===== src/rtl/jedro_1_lsu_pkg.sv =====
// Shared types and helpers for the jedro_1 load-store unit.
package jedro_1_lsu_pkg;

  localparam int unsigned LSU_DATA_WIDTH = 32;
  localparam int unsigned LSU_BE_WIDTH   = LSU_DATA_WIDTH / 8;

  typedef enum logic [1:0] {
    LSU_BYTE = 2'b00,
    LSU_HALF = 2'b01,
    LSU_WORD = 2'b10
  } lsu_size_e;

  typedef enum logic [1:0] {
    IDLE   = 2'b00,
    ACCESS = 2'b01,
    WAIT   = 2'b10
  } lsu_state_e;

  // Byte-enable mask for an access of the given size at byte offset a.
  function automatic logic [LSU_BE_WIDTH-1:0] lsu_be(lsu_size_e size, logic [1:0] a);
    logic [LSU_BE_WIDTH-1:0] be;
    case (size)
      LSU_BYTE: be = 4'b0001 << a;
      LSU_HALF: be = 4'b0011 << a;
      LSU_WORD: be = 4'b1111;
      default:  be = 4'b0000;
    endcase
    return be;
  endfunction

endpackage


===== src/rtl/jedro_1_lsu_if.sv =====
// Byte-write RAM port between the LSU (master) and the data RAM (slave).
interface jedro_1_lsu_if #(
  parameter int unsigned ADDR_WIDTH = 32,
  parameter int unsigned DATA_WIDTH = 32
);
  logic                    mem_en_o;
  logic [DATA_WIDTH/8-1:0] mem_we_o;
  logic [ADDR_WIDTH-1:0]   mem_addr_o;
  logic [DATA_WIDTH-1:0]   mem_wdata_o;
  logic [DATA_WIDTH-1:0]   mem_rdata_i;

  modport master (
    output mem_en_o, mem_we_o, mem_addr_o, mem_wdata_o,
    input  mem_rdata_i
  );

  modport slave (
    input  mem_en_o, mem_we_o, mem_addr_o, mem_wdata_o,
    output mem_rdata_i
  );
endinterface


===== src/rtl/jedro_1_load_extend.sv =====
// Lane select plus sign/zero extension of RAM read data for lb/lbu/lh/lhu/lw.
module jedro_1_load_extend
  import jedro_1_lsu_pkg::*;
(
  input  logic [LSU_DATA_WIDTH-1:0] rdata,
  input  logic [1:0]                a,
  input  lsu_size_e                 size,
  input  logic                      is_unsigned,
  output logic [LSU_DATA_WIDTH-1:0] data
);

  logic [LSU_DATA_WIDTH-1:0] shifted;

  // Words are always aligned, so the shifted value doubles as the word result.
  always_comb begin
    shifted = rdata >> {a, 3'b000};
    data    = shifted;
    case (size)
      LSU_BYTE: data = is_unsigned ? {24'h0, shifted[7:0]}
                                   : {{24{shifted[7]}}, shifted[7:0]};
      LSU_HALF: data = is_unsigned ? {16'h0, shifted[15:0]}
                                   : {{16{shifted[15]}}, shifted[15:0]};
      default:  data = shifted;
    endcase
  end

endmodule


===== src/rtl/jedro_1_lsu.sv =====
// Load-store unit: aligns stores onto RAM byte lanes and extends loads into write-back.
module jedro_1_lsu
  import jedro_1_lsu_pkg::*;
#(
  parameter int unsigned DATA_WIDTH     = 32,
  parameter int unsigned ADDR_WIDTH     = 32,
  parameter int unsigned REG_ADDR_WIDTH = 5
) (
  input  logic                      clk_i,
  input  logic                      rst_i,

  input  logic                      req_valid_i,
  output logic                      ready_o,
  input  logic                      req_we_i,
  input  logic [1:0]                req_size_i,
  input  logic                      req_unsigned_i,
  input  logic [ADDR_WIDTH-1:0]     req_addr_i,
  input  logic [DATA_WIDTH-1:0]     req_wdata_i,
  input  logic [REG_ADDR_WIDTH-1:0] req_rd_i,

  jedro_1_lsu_if.master             ram_rw_io,

  output logic                      wb_valid_o,
  output logic [REG_ADDR_WIDTH-1:0] wb_rd_o,
  output logic [DATA_WIDTH-1:0]     wb_data_o,
  output logic                      misaligned_o
);

  lsu_state_e                state_q, state_d;
  logic                      we_q, we_d;
  lsu_size_e                 size_q, size_d;
  logic                      uns_q, uns_d;
  logic [ADDR_WIDTH-1:0]     addr_q, addr_d;
  logic [DATA_WIDTH-1:0]     wdata_q, wdata_d;
  logic [REG_ADDR_WIDTH-1:0] rd_q, rd_d;
  logic                      wb_valid_d;
  logic [REG_ADDR_WIDTH-1:0] wb_rd_d;
  logic [DATA_WIDTH-1:0]     wb_data_d;
  logic                      mis_d;

  lsu_size_e                 req_size;
  logic                      req_misaligned;
  logic                      in_access;
  logic [DATA_WIDTH-1:0]     load_data;

  assign req_size       = lsu_size_e'(req_size_i);
  assign req_misaligned = ((req_size == LSU_HALF) && req_addr_i[0]) ||
                          ((req_size == LSU_WORD) && (req_addr_i[1:0] != 2'b00));

  jedro_1_load_extend u_load_extend (
    .rdata       (ram_rw_io.mem_rdata_i),
    .a           (addr_q[1:0]),
    .size        (size_q),
    .is_unsigned (uns_q),
    .data        (load_data)
  );

  // Next-state and request capture.
  always_comb begin
    state_d    = state_q;
    we_d       = we_q;
    size_d     = size_q;
    uns_d      = uns_q;
    addr_d     = addr_q;
    wdata_d    = wdata_q;
    rd_d       = rd_q;
    wb_valid_d = 1'b0;
    wb_rd_d    = wb_rd_o;
    wb_data_d  = wb_data_o;
    mis_d      = 1'b0;
    case (state_q)
      IDLE: begin
        if (req_valid_i) begin
          if (req_misaligned) begin
            mis_d = 1'b1;
          end else begin
            we_d    = req_we_i;
            size_d  = req_size;
            uns_d   = req_unsigned_i;
            addr_d  = req_addr_i;
            wdata_d = req_wdata_i;
            rd_d    = req_rd_i;
            state_d = ACCESS;
          end
        end
      end
      ACCESS: state_d = we_q ? IDLE : WAIT;
      WAIT: begin
        wb_valid_d = 1'b1;
        wb_rd_d    = rd_q;
        wb_data_d  = load_data;
        state_d    = IDLE;
      end
      default: state_d = IDLE;
    endcase
  end

  always_ff @(posedge clk_i) begin
    if (rst_i) begin
      state_q      <= IDLE;
      we_q         <= 1'b0;
      size_q       <= LSU_BYTE;
      uns_q        <= 1'b0;
      addr_q       <= '0;
      wdata_q      <= '0;
      rd_q         <= '0;
      wb_valid_o   <= 1'b0;
      wb_rd_o      <= '0;
      wb_data_o    <= '0;
      misaligned_o <= 1'b0;
    end else begin
      state_q      <= state_d;
      we_q         <= we_d;
      size_q       <= size_d;
      uns_q        <= uns_d;
      addr_q       <= addr_d;
      wdata_q      <= wdata_d;
      rd_q         <= rd_d;
      wb_valid_o   <= wb_valid_d;
      wb_rd_o      <= wb_rd_d;
      wb_data_o    <= wb_data_d;
      misaligned_o <= mis_d;
    end
  end

  assign ready_o   = (state_q == IDLE);
  assign in_access = (state_q == ACCESS);

  // RAM strobes come from registered state only; reset masks them so no write slips through.
  assign ram_rw_io.mem_en_o    = in_access && !rst_i;
  assign ram_rw_io.mem_we_o    = (in_access && we_q && !rst_i) ? lsu_be(size_q, addr_q[1:0]) : 4'b0000;
  assign ram_rw_io.mem_addr_o  = in_access ? {addr_q[ADDR_WIDTH-1:2], 2'b00} : '0;
  assign ram_rw_io.mem_wdata_o = in_access ? (wdata_q << {addr_q[1:0], 3'b000}) : '0;

endmodule


===== src/flat_wrapper.sv =====
// flat-port wrapper written by rule: the top's interface ports become plain ports
module jedro_1_lsu_flat import jedro_1_lsu_pkg::*;
#(
  parameter int unsigned DATA_WIDTH     = 32,
  parameter int unsigned ADDR_WIDTH     = 32,
  parameter int unsigned REG_ADDR_WIDTH = 5
)
  (clk_i, rst_i, req_valid_i, ready_o, req_we_i, req_size_i, req_unsigned_i, req_addr_i, req_wdata_i, req_rd_i, wb_valid_o, wb_rd_o, wb_data_o, misaligned_o, ram_rw_io_mem_en_o, ram_rw_io_mem_we_o, ram_rw_io_mem_addr_o, ram_rw_io_mem_wdata_o, ram_rw_io_mem_rdata_i);
  jedro_1_lsu_if #(.ADDR_WIDTH(ADDR_WIDTH), .DATA_WIDTH(DATA_WIDTH)) ram_rw_io_i ();
  input  logic clk_i;
  input  logic rst_i;
  input  logic req_valid_i;
  output logic ready_o;
  input  logic req_we_i;
  input  logic [1:0] req_size_i;
  input  logic req_unsigned_i;
  input  logic [ADDR_WIDTH-1:0] req_addr_i;
  input  logic [DATA_WIDTH-1:0] req_wdata_i;
  input  logic [REG_ADDR_WIDTH-1:0] req_rd_i;
  output logic wb_valid_o;
  output logic [REG_ADDR_WIDTH-1:0] wb_rd_o;
  output logic [DATA_WIDTH-1:0] wb_data_o;
  output logic misaligned_o;
  output wire logic [$bits(ram_rw_io_i.mem_en_o)-1:0] ram_rw_io_mem_en_o;
  output wire logic [$bits(ram_rw_io_i.mem_we_o)-1:0] ram_rw_io_mem_we_o;
  output wire logic [$bits(ram_rw_io_i.mem_addr_o)-1:0] ram_rw_io_mem_addr_o;
  output wire logic [$bits(ram_rw_io_i.mem_wdata_o)-1:0] ram_rw_io_mem_wdata_o;
  input wire logic [$bits(ram_rw_io_i.mem_rdata_i)-1:0] ram_rw_io_mem_rdata_i;
  assign ram_rw_io_mem_en_o = ram_rw_io_i.mem_en_o;
  assign ram_rw_io_mem_we_o = ram_rw_io_i.mem_we_o;
  assign ram_rw_io_mem_addr_o = ram_rw_io_i.mem_addr_o;
  assign ram_rw_io_mem_wdata_o = ram_rw_io_i.mem_wdata_o;
  assign ram_rw_io_i.mem_rdata_i = ram_rw_io_mem_rdata_i;
  jedro_1_lsu #(.DATA_WIDTH(DATA_WIDTH), .ADDR_WIDTH(ADDR_WIDTH), .REG_ADDR_WIDTH(REG_ADDR_WIDTH)) u_core (.clk_i(clk_i), .rst_i(rst_i), .req_valid_i(req_valid_i), .ready_o(ready_o), .req_we_i(req_we_i), .req_size_i(req_size_i), .req_unsigned_i(req_unsigned_i), .req_addr_i(req_addr_i), .req_wdata_i(req_wdata_i), .req_rd_i(req_rd_i), .ram_rw_io(ram_rw_io_i), .wb_valid_o(wb_valid_o), .wb_rd_o(wb_rd_o), .wb_data_o(wb_data_o), .misaligned_o(misaligned_o));
endmodule

===== config.mk =====
export PLATFORM = sky130hd
export DESIGN_NAME = jedro_1_lsu_flat
export DESIGN_NICKNAME = d
export VERILOG_FILES = /design/src/rtl/jedro_1_lsu_pkg.sv /design/src/rtl/jedro_1_lsu_if.sv /design/src/rtl/jedro_1_load_extend.sv /design/src/rtl/jedro_1_lsu.sv /design/src/flat_wrapper.sv
export SDC_FILE = /design/constraint.sdc
export NUM_CORES = 1
export LEC_CHECK = 0
export ABC_AREA = 1
export CAP_MARGIN = 30
export CORE_MARGIN = 5
export CORE_UTILIZATION = 48
export CTS_BUF_LIST = sky130_fd_sc_hd__clkbuf_8
export CTS_CLUSTER_SIZE = 28
export DETAILED_ROUTE_END_ITERATION = 8
export HOLD_SLACK_MARGIN = 0.12
export PLACE_DENSITY_LB_ADDON = 0.1
export SLEW_MARGIN = 20
export SYNTH_ARGS = -nofsm -noshare
export SYNTH_HDL_FRONTEND = slang
export SYNTH_HIERARCHICAL = 1
export SYNTH_SLANG_ARGS = --single-unit

===== constraint.sdc =====
create_clock -name clk_i -period 1.9 [get_ports clk_i]
set_input_delay 0.19 -clock clk_i [delete_from_list [all_inputs] [get_ports clk_i]]
set_output_delay 0.19 -clock clk_i [all_outputs]
set_load 0.02 [all_outputs]

== Yosys cells after proc, flatten, opt, wreduce, memory -nomap -nowiden ==
Cells that the tools add are included.

* Word-level logic and storage cells: 52
* Output and inout port bits: 109
* Bits of input ports: 108
* Register bits: 114

* Reductions and logical operators: 13
* Bitwise logic cells: 3
* Shift-type cells: 4
* Mux-type cells: 13
* Equality and inequality tests: 8

{| class="wikitable"
|+ Operators with widths
! cell !! count
|-
| $mux 32 || 4
|-
| $pmux 32 s2 || 1
|-
| $shl 32x5->32 || 1
|-
| $shr 32x5->32 || 1
|-
| $pmux 4 s3 || 1
|-
| $eq 2x1->1 const B || 3
|-
| $eq 2x2->1 const B || 3
|-
| $mux 2 || 3
|-
| $logic_and 1x1->1 || 5
|-
| $logic_not 2->1 || 2
|-
| $mux 4 || 1
|-
| $ne 2x2->1 const B || 2
|-
| $pmux 2 s2 || 1
|-
| $shl 1x2->4 const A || 1
|-
| $shl 2x2->4 const A || 1
|-
| $not 1->1 || 3
|-
| $reduce_and 3->1 || 1
|-
| $reduce_or 3->1 || 1
|-
| $mux 1 || 2
|-
| $reduce_and 2->1 || 1
|-
| $reduce_bool 2->1 || 1
|-
| $logic_not 1->1 || 1
|-
| $logic_or 1x1->1 || 1
|}

== Logic depth before layout (Yosys ltp) ==
Gate-level depths: netlist (run 1).

* Depth in word-level cells: 6
* Mapped depth: 10
* Gate-level depth less buffers: 8

== Cells and area by module ==
The synthesis (run 1) kept the hierarchy.

{| class="wikitable"
|+ Modules (own cells, without submodules)
! module !! area each (µm²) !! seq. area each (µm²) !! cells each !! times used
|-
| jedro_1_lsu || 5719.2 || 2282.2 || 950 || 1
|-
| jedro_1_load_extend || 903.4 || 0.0 || 174 || 1
|}

== Worst setup path before layout (run 1) ==
OpenSTA, ideal clock, no wires.

* Path type: register -> output
* Start point: register u_core.state_q[0]
* End point: output ram_rw_io_mem_we_o[2]
* Stages on the path, launching flop included: 5
* Path buffers: 0
* Path slack: 288 ps
* Arrival: 1422 ps
* Data required time: 1710 ps
* Cells stage by stage: dfxtp_1 -> nand2_1 -> nor2_1 -> o211ai_1 -> a21oi_1

* Cells in the longest elaborated chain, start to end: 4

{| class="wikitable"
|+ RTL lines
! element !! RTL line !! text
|-
| start: declaration || jedro_1_lsu.sv:29 || <nowiki>lsu_state_e state_q, state_d;</nowiki>
|-
| start signal: assignment || jedro_1_lsu.sv:112 || <nowiki>state_q <= state_d;</nowiki>
|-
| $eq 2x1->1 || jedro_1_lsu.sv:127 || <nowiki>assign in_access = (state_q == ACCESS);</nowiki>
|-
| $logic_and 1x1->1 (2 in series) || jedro_1_lsu.sv:131 || <nowiki>assign ram_rw_io.mem_we_o = (in_access && we_q && !rst_i) ? lsu_be(size_q, addr_q[1:0]) : 4'b0000;</nowiki>
|-
| $mux 4 || jedro_1_lsu.sv:131 ||
|-
| end: declaration || flat_wrapper.sv:25 || <nowiki>output wire logic [$bits(ram_rw_io_i.mem_we_o)-1:0] ram_rw_io_mem_we_o;</nowiki>
|}

Every way passes these cells.

== Worst setup path in the final report (run 1) ==
* Start point: register u_core.state_q[1]
* End point: output ram_rw_io_mem_addr_o[30]

* Cells in the longest elaborated chain, start to end: 2

{| class="wikitable"
|+ RTL lines
! element !! RTL line !! text
|-
| $eq 2x1->1 || jedro_1_lsu.sv:127 ||
|-
| $mux 32 || jedro_1_lsu.sv:132 || <nowiki>assign ram_rw_io.mem_addr_o = in_access ? {addr_q[ADDR_WIDTH-1:2], 2'b00} : '0;</nowiki>
|-
| end: declaration || flat_wrapper.sv:26 || <nowiki>output wire logic [$bits(ram_rw_io_i.mem_addr_o)-1:0] ram_rw_io_mem_addr_o;</nowiki>
|}

Every way passes these cells.

==> results of run 1 <==
## cell usage after synthesis
| cell type | count |
|---|---|
| buf_4 | 10 |
| clkbuf_1 | 16 |
| inv_2 | 2 |
| buf_1 | 8 |
| and2_1 | 1 |
| o22ai_1 | 16 |
| nand3_2 | 15 |
| nand3_1 | 96 |
| nand2_4 | 1 |
| nor2_1 | 202 |
| buf_2 | 32 |
| conb_1 | 1 |
| a22oi_1 | 2 |
| nor2_4 | 1 |
| buf_8 | 1 |
| o21ai_0 | 66 |
| nand2_2 | 1 |
| nand2_1 | 268 |
| nand4_1 | 1 |
| a21oi_1 | 22 |
| nor2_2 | 3 |
| nor3_1 | 1 |
| nand3_4 | 1 |
| nor3_2 | 1 |
| buf_6 | 4 |
| inv_1 | 236 |
| dfxtp_1 | 114 |
| o211ai_1 | 2 |
## cells by family (layout without fill, tap and decap cells)
group,after synthesis,in the layout
compound gates,108,108
other cells,1,2
buf+inv,309,522
flops,114,114
simple gates,592,592
## layout make-up
class / count / area, um2
Clock inverter: 15 / 195
Timing Repair Buffer: 252 / 2360
Tap cell: 180 / 225
Inverter: 238 / 893
Clock buffer: 17 / 234
Sequential cell: 114 / 2290
Multi-Input combinational cell: 702 / 3100
Fill cell: 1373 / 4430
## per-layer routing
metal / share of wire, % / vias up / track usage (%)
li1: - / 3741 / -
met5: 0 / - / 0
met3: 9.3 / 32 / 7.23
met2: 47 / 237 / 39.6
met1: 42 / 3055 / 29.0
met4: 2.3 / 0 / 8.33
## power groups by stage
stage | clock, uW | combinational (uW) | sequential [uW]
3_5_place_dp | 0 | 1870 | 2720
4_1_cts | 2540 | 1860 | 2660
6_report | 2480 | 1860 | 2670
5_1_grt | 2650 | 2090 | 2690
3_3_place_gp | 0 | 1850 | 2710
2_1_floorplan | 0 | 1150 | 2740
## worst reg2reg max path: stages, from the launching register on
cell     delay (ns)
dfxtp_4        0.39
buf_12         0.17
inv_2          0.21
nand2_1        0.08
nand3_1        0.07
nand2_1        0.08
nand3_2        0.13
buf_12         0.16
nand3_2        0.07
o21ai_0        0.21
nor2_1         0.05
## per-stage QoR
stage	hold slack [ns]	total power [uW]
finish	0.368	7010
global route	0.360	7430
CTS	0.337	7060
detailed placement	0.441	4590
global placement	0.438	4570
floorplan	0.262	3890
## worst paths after layout
check	startpoint	to	depth (start not counted)
max reg2reg	u_core/addr_q[0]	u_core/wb_data_o[21]	10
min reg2reg	u_core/rd_q[2]	u_core/wb_rd_o[2]	2
max	u_core/state_q[1]	ram_rw_io_mem_addr_o[30]	5
min	req_addr_i[22]	u_core/addr_q[22]	5
## state kept, by name (all words and copies together) (netlist names)
register	cells
u_core/addr_q	32
u_core/rd_q	5
u_core/wb_rd_o	5
u_core/wb_data_o	32
u_core/state_q	2
u_core/misaligned_o	1
u_core/wdata_q	32
u_core/wb_valid_o	1
u_core/size_q	2
u_core/we_q	1
u_core/uns_q	1
## layout by cell type (no fill, tap or decap), types with 9 or more instances in the layout
cell type	Yosys	layout
nand3_2	15	16
o21ai_0	66	63
clkbuf_8	0	17
a21oi_1	22	22
dlygate4sd2_1	0	32
nand2_1	268	265
dfxtp_1	114	112
inv_1	236	233
nand3_1	96	95
clkbuf_2	0	17
clkdlybuf4s50_1	0	146
buf_2	32	14
o22ai_1	16	14
buf_4	10	30
nor2_1	202	202
buf_12	0	9
## repair_timing
item	CTS	global route
endpoints found under the setup margin	68	66
buffers inserted	1	0
gates cloned	0	1
resized for setup	117	61
pin swaps	1	1
==> results by group, run 1 <==
Worst setup path
  • Critical Path RT: 1.71 ns
  • CP Capture Type: primary output
  • Crit path kind: reg2out
  • Delay-heaviest family, CP: buffers and inverters
  • Critical Path Start Type: register
  • CP max FO: 31
  • Crit-path cells: inv_1 > nand2_2 > buf_6 > nor2_1 > dlygate4sd2_1
  • FF-to-FF setup slack: around 0.17 ns
  • Critical-path top delay cell: dfxtp_1
  • WP data arrival: 1.58 ns
  • Worst path buffer plus inverter count: 3
  • Largest stage delay, worst path: 0.33 ns

GRT
  • Global-route wire length before repair: between 30000 and 40000 um
  • Initial antenna violation count: 0
  • Vias in the first global route: roughly 6400
  • Pin count of the biggest net entering global routing: 59
  • GRT Overall Usage: 23.7%
  • GRT overflow: 0

Clocking
  • Clock sink total: approximately 110
  • Clk_lat worst skew: about 0.45 ns
  • Cts hold-fix bufs: 0
  • Clock Pin Slew Worst Setup and Hold Paths: around 0.08 ns
  • TritonCTS buffer count: 17
  • Htree depth: 4
  • CTS tree: yes
  • Root Driver: clkbuf_8
  • CTS max path bufs: 2

Flow run
  • Max_cap viols: 0

Drt
  • Starting DRT DRC Count: 468
  • Per-cell routed wire length: 12.9 um
  • Routed Antenna Nets: 0
  • Via count: 7065
  • Routed wire length: 19500 um
  • DR pass1 iterations: 5
  • Via/cell ratio: 4.65
  • # DRC: 0

Synthesis
  • Yosys warns: 6
  • Main combinational cell family by area after synthesis: simple AND/OR/NAND/NOR gates
  • Synthesized cell area: 6620 um2
  • XOR/XNOR Fraction of Synth Area: 0%
  • Synth area leader: dfxtp_1
  • Top cell type's share of synthesized area: around 34%
  • Compound-gate portion of the synthesized area: 8.62%
  • FF+latch count, synth: 114
  • Adder-cell area share of the yosys netlist: 0%
  • Post-synthesis simple-gate area fraction: between 30 and 40%
  • Mux cell area share after synthesis: 0%
  • Synth area leaders: dfxtp_1, nand2_1, inv_1
  • Netlist cell types: 28
  • Sequential cell area fraction in the yosys report: 34.5%
  • Cells after Synth: 1124
  • Avg Inst Size Synth: 5.89 um2

STA
  • Final Skew: 0.00981 ns
  • Slew Limit Fails: 0
  • Final period utilization: 93.3%
  • Endpoints failing hold: 0
  • Final setup vio count: 0
  • TNS Setup: 0 ns
  • Setup WS post-layout: approximately 0.13 ns
  • RSZ-0062 raised after global routing: yes
  • Period minus WS final: 1.77 ns
  • Fmax: between 0.5 and 0.6 GHz

Cells and area
  • Share of cells above drive strength 1: 10.6%
  • Cell Count, Final, Fillers Out: 1518
  • Final core occ: 67.7%
  • ANT cells: 0
  • Nets: between 1000 and 1500
  • Post-layout instance area: 9290 um2
  • P&R area growth vs syn: 40.3%

Placed design
  • DP HPWL: about 14000 um
  • Cells after DPL: 1484
  • Pre-CTS setup slack: -0.0730 ns
  • PortBufs: 214
  • Routability congestion estimate: 0.929
  • Placed cell area: 9010 um2

Floorplanning
  • Core area: 13700 um2
  • Die height: 127 um
  • DIE AREA: 16200 um2
  • Die Width: ~130 um
  • Initial Util: between 40% and 50%
  • Rows: 43
  • Ports: around 220

Power and ir drop
  • Switching pwr: between 2000 and 2500 uW
  • Clock group share of total power: roughly 35%
  • Reg power frac: 38.0%
  • Combinational share of power: 26.6%
  • LEAKAGE: 0.00494 uW
  • Pwr Density: 754 nW/um2
  • Worst vdd ir: 0.406 mV
  • Internal: 4700 uW
  • Sw Ratio: 32.9%

Status
  • Status: finished, final reports clean

Hold path
  • Hold Path Class: in2reg
Note: power is estimated with default switching activity, not from simulation.
==> run 2, diff against run 1 <==
CORE_UTILIZATION = 46   (was 48)
PLACE_DENSITY = 0.81   (was not set)
PLACE_DENSITY_LB_ADDON = not set   (was 0.1)
SYNTH_HIERARCHICAL = not set   (was 1)
==> run 2 against run 1 <==
Compared with the run above: clock skew decreased by 0.0025 ns; synthesized cell count decreased by 23%; combinational power decreased by 26%; clock-buffer cell count increased by 6; largest cell class unchanged; global-route usage increased by 0.85 points; sequential share of layout area increased by 3.5 points; largest power group unchanged; register-to-register slack improved by 0.02 ns; maximum frequency decreased by 2.0%.
==> results by group, run 2 <==
Drt
  • # DRC: 0 (unchanged)
  • Routed wire length: 18300 um (-6.5%)
  • Via count: 6171 (-13%)
  • Per-cell routed wire length: 14.7 um (+14%)
  • DR pass1 iterations: 5 (unchanged)
  • Starting DRT DRC Count: 513 (+9.6%)
  • Via/cell ratio: 4.95 (+6.4%)
  • Routed Antenna Nets: 0 (unchanged)

STA
  • Fmax: 0.553 GHz (-2.0%)
  • Final period utilization: 95.2% (+1.9 points)
  • Period minus WS final: 1.81 ns (+0.0362 ns)
  • Final setup vio count: 0 (unchanged)
  • Final Skew: 0.00732 ns (-0.00249 ns)
  • Slew Limit Fails: 0 (unchanged)
  • Setup WS post-layout: 0.0904 ns (-0.0362 ns)
  • Endpoints failing hold: 0 (unchanged)

Synthesis
  • XOR/XNOR Fraction of Synth Area: 0% (unchanged)
  • Compound-gate portion of the synthesized area: 11.2% (+2.6 points)
  • Netlist cell types: 25 (-11%)
  • Synth top cells by count: nor2_1, nand2_1, dfxtp_1
  • Async SR Flop Fraction: 0% (unchanged)
  • Synth area leaders: dfxtp_1, nor2_1, nand2_1
  • Synth area leader: dfxtp_1
  • Most common cell in the netlist: nor2_1
  • Adder-cell area share of the yosys netlist: 0% (unchanged)
  • Post-synthesis simple-gate area fraction: 32.8% (-4.8 points)
  • Primary flip-flop cell chosen by synthesis mapping: dfxtp_1
  • Avg Inst Size Synth: 6.55 um2 (+11%)
  • FF+latch count, synth: 114 (unchanged)
  • Mux cell area share after synthesis: 4.22% (+4.2 points)
  • Sequential cell area fraction in the yosys report: 40.0% (+5.6 points)
  • Yosys warns: 0 (-6)
  • Cells after Synth: 870 (-23%)
  • Top cell type's share of synthesized area: 40.0% (+5.6 points)
  • Synthesized cell area: 5700 um2 (-14%)
  • Main combinational cell family by area after synthesis: simple AND/OR/NAND/NOR gates
  • Number of synthesized flops with an enable pin: 0 (unchanged)

Clocking
  • CTS max path bufs: 2 (unchanged)
  • Clk_lat worst skew: 0.43 ns (-0.02 ns)
  • Root Driver: clkbuf_8
  • Clock Pin Slew Worst Setup and Hold Paths: 0.07 ns (about the same)
  • Htree depth: 4 (unchanged)
  • Clock sink total: 114 (unchanged)
  • TritonCTS buffer count: 17 (unchanged)
  • CTS tree: yes

GRT
  • GRT Overall Usage: 24.6% (+0.85 points)
  • Initial antenna violation count: 0 (unchanged)
  • Pin count of the biggest net entering global routing: 64 (+8.5%)
  • Global-route wire length before repair: 28800 um (-7.0%)
  • Vias in the first global route: 5690 (-11%)
  • GRT overflow: 0 (unchanged)

Status
  • Status: finished, final reports clean

Power and ir drop
  • Pwr Density: 785 nW/um2 (+4.1%)
  • Switching pwr: 1850 uW (-20%)
  • Internal: 4540 uW (-3.6%)
  • Sw Ratio: 28.9% (-3.9 points)
  • LEAKAGE: 0.00367 uW (-26%)
  • Tot Pwr: 6380 uW (-8.9%)
  • Reg power frac: 42.4% (+4.4 points)
  • Clock group share of total power: 35.9% (+0.5 points)
  • Worst vdd ir: 0.486 mV (+20%)
  • Combinational share of power: 21.7% (-4.9 points)

Worst setup path
  • WP data arrival: 1.62 ns (+0.04 ns)
  • Crit path kind: reg2out
  • CP max FO: 32 (+3.2%)
  • CP Capture Type: primary output
  • Critical Path RT: 1.71 ns (about the same)
  • Critical Path Start Type: register

Floorplanning
  • Die height: 121 um (-4.8%)
  • Ports: 217 (unchanged)
  • DIE AREA: 14700 um2 (-9.4%)
  • Die Width: 121 um (-4.8%)
  • Initial Util: 47.3% (-1.0 points)
  • Rows: 40 (-7.0%)
  • Core area: 12100 um2 (-12%)

Cells and area
  • Fill cells: 1097 (-20%)
  • Share of cells above drive strength 1: 12.1% (+1.4 points)
  • Multi-input combinational cell area: 2800 um2 (-9.7%)
  • ANT cells: 0 (unchanged)
  • Nets: 1174 (-18%)
  • P&R area growth vs syn: 42.6%
  • Largest regs: u_core.addr_q: 32 flops, u_core.wb_data_o: 32 flops, u_core.wdata_q: 32 flops
  • Storage cell area: 2280 um2 (-0.16%)
  • Commonest non-fill, non-tap cell in the layout: nor2_1
  • Commonest non-fill, non-tap cells in the layout: nor2_1, clkdlybuf4s50_1, nand2_1, dfxtp_1, inv_1

Hold path
  • Hold Path Class: in2reg

Placed design
  • Routability congestion estimate: 0.917 (-1.2%)
  • PortBufs: 214 (unchanged)
  • Pre-CTS setup slack: -0.103 ns (-0.0300 ns)
  • DP HPWL: 13000 um (-7.0%)

Flow run
  • Max_cap viols: 0 (unchanged)
## run 2: changes by cell type after synthesis, moves of 9 or more
cell	delta
buf_2	-12
a21oi_1	-9
nand3_2	-14
inv_1	-163
mux2i_1	+24
nand2_1	-126
nand3_1	-48
nor2_1	+73
## run 2: area by class of cell
class | instances | share of cell area, %
Clock buffer | 23 | 3.89
Sequential cell | 114 | 28.1
Inverter | 78 | 3.60
Multi-Input combinational cell | 618 | 34.4
Timing Repair Buffer | 237 | 26.4
Clock inverter | 8 | 1.06
Tap cell | 168 | 2.59
## run 2: through the flow
step	setup TNS, ns	hold slack, ns	util (%)	cells	area, um2
after floorplan	0	0.332	-	871	5700
after global placement	-0.293	0.460	65.8	1214	7940
after detailed placement	-0.331	0.463	65.8	1214	7940
after CTS	-0.0184	0.336	68.5	1245	8270
after global routing	-0.00829	0.367	67.4	1246	8130
final	0	0.357	67.4	1246	8130
## run 2: worst max-delay path: stages (launching register included)
cell	delay [ns]
dfxtp_1	0.33
inv_1	0.07
nor2_4	0.11
nand2_1	0.11
buf_12	0.18
nor2_1	0.11
clkdlybuf4s15_2	0.26
## run 2: power by group through the flow
stage	Combinational (uW)	Clock (uW)	Sequential [uW]
6_report	1380	2290	2700
5_1_grt	1530	2460	2730
4_1_cts	1380	2340	2700
3_5_place_dp	1390	0	2750
3_3_place_gp	1380	0	2740
2_1_floorplan	820	0	2750
## run 2: final timing paths
kind | start | to | slack, ns | cells after the start
setup / recovery | u_core.state_q[0] | ram_rw_io_mem_wdata_o[13] | 0.09 | 6
hold / removal | req_valid_i | u_core.misaligned_o | 0.36 | 3
setup reg to reg | u_core.addr_q[0] | u_core.wb_data_o[16] | 0.19 | 8
hold reg to reg | u_core.we_q | u_core.state_q[1] | 0.47 | 1
## run 2: cell families after synthesis
logic type             Yosys count
AND/OR/NAND/NOR                473
buffers and inverters          139
AO/OA/AOI/OAI                  119
flip-flops                     114
multiplexers                    24
other                            1
## run 2: routing by layer
metal / vias up / track usage, % / wire length (um)
met3: 32 / 9.04 / 1980
met4: 0 / 8.89 / 405
met2: 270 / 39.0 / 8440
li1: 3115 / - / -
met5: - / 0 / 0
met1: 2754 / 30.5 / 7440
## run 2: repair_timing
action / CTS / global route
gates resized for setup: 153 / 78
hold buffers: 0 / 0
endpoints found under the setup margin: 82 / 64
cloned: 0 / 1
hold endpoints to repair: 0 / 0
setup buffers: 0 / 0
==> run 3, diff against run 2 <==
--- a/config.mk
+++ b/config.mk
@@ -8,5 +8,5 @@
 export ABC_AREA = 1
 export CAP_MARGIN = 30
-export CORE_MARGIN = 5
+export CORE_MARGIN = 3
 export CORE_UTILIZATION = 46
 export CTS_BUF_LIST = sky130_fd_sc_hd__clkbuf_8
==> constraint.sdc (replaced) <==
create_clock -name clk_i -period 1.9 [get_ports clk_i]
set_input_delay 0.38 -clock clk_i [delete_from_list [all_inputs] [get_ports clk_i]]
set_output_delay 0.38 -clock clk_i [all_outputs]
set_load 0.02 [all_outputs]
==> run 3 against run 2 <==
Compared with the run above: clock power is 8.7% higher; total power rose by 6.6%; highest routed layer unchanged; global-route usage is 2.3 points higher; the run now ends with negative setup slack left; sequential power about the same; cell area up 9.0%; maximum frequency down 11%; non-clock buffer count grew 24; flip-flop and latch count is the same; hold slack better by 0.13 ns; critical endpoint is now ram_rw_io_mem_wdata_o[31].
==> results by group, run 3 (same netlist as run 2, synthesis figures left out) <==
Status
  • Status: finished, violations left
  • Failing checks: negative setup slack

Placed design
  • DP HPWL: 12800 um (-1.3%)
  • Routability congestion estimate: 0.900 (-1.9%)
  • PortBufs: 214 (unchanged)
  • Placed cell area: 8060 um2 (+1.6%)

Cells and area
  • Nets: 1198 (+2.0%)
  • Final core occ: 73.4% (+6.0 points)
  • Post-layout instance area: 8860 um2 (+9.0%)
  • Commonest non-fill, non-tap cells in the layout: nor2_1, clkdlybuf4s50_1, nand2_1, dfxtp_1, inv_1
  • ANT cells: 0 (unchanged)
  • Share of cells above drive strength 1: 18.9% (+6.9 points)
  • Largest regs: u_core.addr_q: 32 flops, u_core.wb_data_o: 32 flops, u_core.wdata_q: 32 flops
  • P&R area growth vs syn: 55.4%
  • Commonest non-fill, non-tap cell in the layout: nor2_1
  • Fill cells: 967 (-12%)

Clocking
  • CTS tree: yes
  • Cts hold-fix bufs: 0 (unchanged)
  • Clock sink total: 114 (unchanged)
  • TritonCTS buffer count: 17 (unchanged)
  • Clock Pin Slew Worst Setup and Hold Paths: 0.07 ns (about the same)
  • Htree depth: 4 (unchanged)
  • Root Driver: clkbuf_8
  • CTS max path bufs: 2 (unchanged)
  • Clk_lat worst skew: 0.44 ns (about the same)

Drt
  • DR pass1 iterations: 7 (+2)
  • Routed wire length: 19700 um (+8.1%)
  • Max layer used: met4
  • Met2 WL post-DR: 9230 um (+9.3%)
  • Met3 wire len: 1950 um (-1.4%)
  • Starting DRT DRC Count: 611 (+19%)
  • Via/cell ratio: 5.13 (+3.5%)
  • Via count: 6518 (+5.6%)
  • # DRC: 0 (unchanged)
  • Wl on met1: 7740 um (+4.0%)
  • Routed Antenna Nets: 0 (unchanged)
  • Per-cell routed wire length: 15.5 um (+5.9%)

Power and ir drop
  • Combinational share of power: 23.4% (+1.7 points)
  • Switching pwr: 2020 uW (+9.1%)
  • Worst vdd ir: 0.655 mV (+35%)
  • Reg power frac: 40.0% (-2.4 points)
  • Clock group share of total power: 36.6% (+0.7 points)
  • LEAKAGE: 0.00390 uW (+6.4%)
  • Sw Ratio: 29.6% (+0.67 points)
  • Pwr Density: 769 nW/um2 (-2.1%)
  • Internal: 4790 uW (+5.6%)

Floorplanning
  • Core area: 12100 um2 (unchanged)
  • DIE AREA: 13800 um2 (-6.5%)
  • Initial Util: 47.3% (unchanged)
  • Rows: 40 (unchanged)
  • Die height: 117 um (-3.3%)
  • Ports: 217 (unchanged)
  • Die Width: 117 um (-3.3%)

Worst setup path
  • CP Capture Type: primary output
  • WP data arrival: 1.66 ns (+0.04 ns)
  • Critical Path Start Type: register
  • Crit path kind: reg2out
  • Critical Path RT: 1.52 ns (-0.19 ns)
  • CP max FO: 16 (-50%)

GRT
  • GRT overflow: 0 (unchanged)
  • Global-route wire length before repair: 30100 um (+4.4%)
  • Vias in the first global route: 6091 (+7.0%)
  • GRT Overall Usage: 26.9% (+2.3 points)
  • Initial antenna violation count: 0 (unchanged)
  • Pin count of the biggest net entering global routing: 66 (+3.1%)

STA
  • Final setup vio count: 67 (+67)
  • Endpoints failing hold: 0 (unchanged)
  • Slew Limit Fails: 0 (unchanged)
  • Final period utilization: 108% (+12 points)
  • Period minus WS final: 2.04 ns (+0.235 ns)
  • Setup WS post-layout: -0.145 ns (-0.235 ns)
  • RSZ-0062 raised after global routing: yes
  • Fmax: 0.489 GHz (-11%)
  • Final Skew: 0.0120 ns (+0.00470 ns)

Hold path
  • Hold Path Class: reg2reg

Flow run
  • Max_cap viols: 0 (unchanged)
## run 3: changes by cell type in the layout (fill, tap and decap cells not counted), sizes merged
cell           delta
buf              +68
inv               -2
clkinv            +5
clkdlybuf4s15    -10
dlygate4sd2       -1
bufinv            +2
clkbuf           -37
## run 3: layout make-up
| class | count | area (um2) | share of cell area (%) |
|---|---|---|---|
| Multi-Input combinational cell | 618 | 3030 | 34.2 |
| Timing Repair Buffer | 261 | 2610 | 29.5 |
| Tap cell | 168 | 210 | 2.37 |
| Clock inverter | 13 | 168 | 1.89 |
| Sequential cell | 114 | 2290 | 25.8 |
| Clock buffer | 19 | 262 | 2.95 |
| Inverter | 78 | 293 | 3.31 |
## run 3: per-layer routing
| layer | up-vias | track usage, % |
|---|---|---|
| li1 | 3160 | - |
| met1 | 2931 | 32.0 |
| met2 | 353 | 43.9 |
| met3 | 74 | 9.35 |
| met4 | 0 | 12.1 |
| met5 | - | 0 |
## run 3: worst max-delay path: stages (launching register included)
cell and delay [ns]:
dfxtp_2 0.34, inv_2 0.05, nor2_4 0.16, nand2_2 0.14
buf_12 0.18, o22ai_1 0.17, buf_4 0.18
## run 3: through the flow
step           total power (uW)  std cells  hold WS [ns]  setup WS (ns)  TNS [ns]
2_1_floorplan              3570        871         0.426          0.208         0
3_3_place_gp               4150       1226         0.461         -0.504     -9.54
3_5_place_dp               4180       1226         0.471         -0.515    -10.96
4_1_cts                    6720       1269         0.487         -0.117     -1.38
5_1_grt                    7110       1271         0.506         -0.201    -10.62
6_report                   6810       1271         0.484         -0.145     -5.46
## run 3: path summary, 6_finish.rpt
kind	start	end	slack, ns	cells past startpoint
setup / recovery	u_core.state_q[0]	ram_rw_io_mem_wdata_o[31]	-0.14	6
hold / removal	u_core.addr_q[31]	u_core.addr_q[31]	0.48	2
setup reg to reg	u_core.addr_q[0]	u_core.wb_data_o[29]	0.26	9
hold reg to reg	u_core.addr_q[31]	u_core.addr_q[31]	0.48	2
## run 3: what timing repair did
| item | 4_1_cts | 5_1_grt |
|---|---|---|
| pin swaps | 1 | 5 |
| buffers inserted | 8 | 2 |
| gates cloned | 3 | 2 |
| resized for setup | 354 | 79 |
| endpoints found under the setup margin | 68 | 68 |
## run 3: power groups by stage
stage / clock, uW / combinational [uW] / sequential [uW]
after floorplan: 0 / 820 / 2750
after global placement: 0 / 1410 / 2740
after detailed placement: 0 / 1430 / 2750
after CTS: 2510 / 1510 / 2710
after global routing: 2630 / 1740 / 2740
final: 2490 / 1590 / 2720
==> RTL edit (settings of run 3) <==
`ADDR_WIDTH` is set to 32 in 3 places; all go to 64.
--- a/src/rtl/jedro_1_lsu_if.sv
+++ b/src/rtl/jedro_1_lsu_if.sv
@@ -1,5 +1,5 @@
 // Byte-write RAM port between the LSU (master) and the data RAM (slave).
 interface jedro_1_lsu_if #(
-  parameter int unsigned ADDR_WIDTH = 32,
+  parameter int unsigned ADDR_WIDTH = 64,
   parameter int unsigned DATA_WIDTH = 32
 );
--- a/src/rtl/jedro_1_lsu.sv
+++ b/src/rtl/jedro_1_lsu.sv
@@ -4,5 +4,5 @@
 #(
   parameter int unsigned DATA_WIDTH     = 32,
-  parameter int unsigned ADDR_WIDTH     = 32,
+  parameter int unsigned ADDR_WIDTH     = 64,
   parameter int unsigned REG_ADDR_WIDTH = 5
 ) (
--- a/src/flat_wrapper.sv
+++ b/src/flat_wrapper.sv
@@ -3,5 +3,5 @@
 #(
   parameter int unsigned DATA_WIDTH     = 32,
-  parameter int unsigned ADDR_WIDTH     = 32,
+  parameter int unsigned ADDR_WIDTH     = 64,
   parameter int unsigned REG_ADDR_WIDTH = 5
 )
Ports: changed (resized ram_rw_io_mem_addr_o and req_addr_i); port bits go from 217 to 281. No check against the original RTL was run, so the function may have changed too.
==> RTL edit against run 3 <==
The run still ends with negative setup slack left; register-to-register slack worse by 30 ps; sequential cell count up 32; clock skew down 3.0 ps; synthesized cell count up 24%; final area up 32%; worst setup slack worse by 62 ps; wire length up 36%; via count up 26%; sequential share of layout area down 0.85 points; highest routed layer is now met5; hold slack better by 5.4 ps; synthesized area up 23%; final cell count up 24%; power up 23%; utilization up 6.4 points.
==> RTL edit: results (changes against run 3) <==
** Routing
- The wire length per cell after detailed routing was 17.07 µm (was 15.53 µm).
- Routed met1 length :: 9858 µm (was 7738 µm)
- DRT iter0 DRCs :: 691 (was 611)
- The met3 layer wire length in the routed design is 2262 µm (was 1951 µm).
- First-pass DRT Iterations :: 5 (was 7)
- Via Count :: 8205 (was 6518)
- The sum of met2 wire segment lengths after detailed routing was 13400 µm (was 9227 µm).
- Top layer used by detailed routing :: met5 (was met4)

** Setup path
- The worst flop-to-flop path endpoint is u_core.wb_data_o[26] (was u_core.wb_data_o[29]).
- Setup slack of the most critical reg-to-reg path :: 230 ps (was 260 ps)
- The maximum fanout encountered on the critical timing path was 8 (was 16).

** Worst hold path
- Hold path endpoint :: u_core.addr_q[9] (was u_core.addr_q[31])

** Yosys
- The share of synthesized area spent on multiplexers was 3.425% (was 4.215%).
- List of most frequent post-synthesis cells :: 368 x nor2_1, 146 x dfxtp_1, 141 x nand2_1, 110 x o21ai_0, 102 x inv_1 (was 275 x nor2_1, 142 x nand2_1, 114 x dfxtp_1, 73 x inv_1, 73 x o21ai_0)
- Synth top area cells :: dfxtp_1 42%, nor2_1 20%, o21ai_0 7.8%, nand2_1 7.5%, inv_1 5.5% (was dfxtp_1 40%, nor2_1 18%, nand2_1 9.4%, o21ai_0 6.4%, inv_1 4.8%)
- Unique cell type count in the Yosys netlist :: 29 (was 25)
- Compound-cell area share of the yosys netlist :: 11.38% (was 11.20%)
- The fraction of the yosys area taken by sequential cells came to 41.67% (was 40.04%).

** Timing
- The hold slack was 489.4 ps (was 484.0 ps).
- The setup violation total in the final timing report was 96 (was 67).
- Final critical-path setup slack :: -206.5 ps (was -144.7 ps)
- Clock skew :: 9.051 ps (was 12.03 ps)

** Global routing
- The first-pass GRT wire length came to 37890 µm (was 30100 µm).
- The initial antenna violation count came to 4 (was 0).
- The via count of the first global-routing pass came to 7446 (was 6091).
- The global-route total usage across every layer came to 28.68% (was 26.88%).

** Cells and area
- Top flop regs :: u_core.addr_q: 64 flops, u_core.wb_data_o: 32 flops, u_core.wdata_q: 32 flops (was u_core.addr_q: 32 flops, u_core.wb_data_o: 32 flops, u_core.wdata_q: 32 flops)
- Ratio of cells with drive above 1 in the final layout :: 22.58% (was 18.95%)
- Filler instances :: 948 (was 967)
- Net count reported at finish :: 1513 (was 1198)

** Outcome
- Failing checks :: negative setup slack (unchanged)
- Run status: complete, but fails checks (unchanged).

** Place
- PortBufs :: 278 (was 214)
- The half-perimeter wire length after placement was 16430 µm (was 12810 µm).
- The area of placed instances is 10160 µm² (was 8063 µm²).
- Gp weighted congestion :: 0.9344 (was 0.8998)

** Power
- VDD IR max :: 0.4760 mV (was 0.6549 mV)
- Leakage dissipation :: 4.998 nW (was 3.900 nW)

** Clocking
- Latest clock arrival within the worst-skew pair :: 460 ps (was 440 ps)
-- RTL edit: cells by family after synthesis --
kind of cell           count (synthesis)
muxes                                 24
AOI/OAI and AO/OA                    151
buffers and inverters                184
and+or+nand+nor                      569
DFF                                  146
other                                  1
-- RTL edit: through the flow --
stage / setup TNS (ps) / utilization, % / worst slack [ps] / total power, mW / instances
CTS: -8144 / 75.93 / -202.3 / 8.152 / 1562
floorplan: 0 / - / 167.2 / 4.511 / 1076
finish: -10460 / 79.79 / -206.5 / 8.352 / 1571
detailed placement: -8536 / 69.10 / -448.6 / 5.333 / 1510
global route: -17130 / 79.79 / -289.0 / 8.698 / 1571
global placement: -5768 / 69.10 / -429.7 / 5.298 / 1510
-- RTL edit: power breakdown --
part	switching, mW	total [mW]	leakage, nW	internal, mW
combinational	1.19	2.20	3.58	1.02
clock	1.25	2.66	0.219	1.41
sequential	0.176	3.49	1.20	3.31
-- RTL edit: worst max-delay path, cell delays in order (launching register included) --
cell	delay (ps)
dfxtp_2	340
inv_2	50
nor2_4	100
buf_8	150
inv_12	70
buf_12	150
buf_4	140
nor2_1	110
buf_4	160
-- RTL edit: layout make-up --
type,count,area share [%]
Clock inverter,12,1.333
Sequential cell,146,24.98
Timing Repair Buffer,352,32.44
Multi-Input combinational cell,746,33.24
Antenna cell,1,0.02134
Tap cell,184,1.963
Clock buffer,20,2.347
Inverter,110,3.670
-- RTL edit: worst max path at each step --
stage                           start                   endpoint  slack, ps  cells after the start
finish              u_core.state_q[0]   ram_rw_io_mem_addr_o[37]       -210                      8
CTS                 u_core.state_q[0]  ram_rw_io_mem_wdata_o[31]       -200                      7
detailed placement              rst_i      ram_rw_io_mem_we_o[1]       -450                      5
global route        u_core.state_q[0]   ram_rw_io_mem_addr_o[37]       -290                      8
global placement                rst_i      ram_rw_io_mem_we_o[3]       -430                      5
floorplan            u_core.addr_q[0]      ram_rw_io_mem_we_o[2]        170                      7
-- RTL edit: layer usage --
| metal | track usage, % | vias to the layer above |
|---|---|---|
| li1 | - | 3924 |
| met1 | 32.81 | 3780 |
| met2 | 49.09 | 397 |
| met3 | 8.780 | 98 |
| met4 | 13.39 | 6 |
| met5 | 0 | - |
-- RTL edit: timing repair --
item / 4_1_cts / 5_1_grt
gates cloned: 4 / 4
setup endpoints to repair: 100 / 100
setup buffers: 16 / 4
pin swaps: 1 / 1
resized for setup: 667 / 95
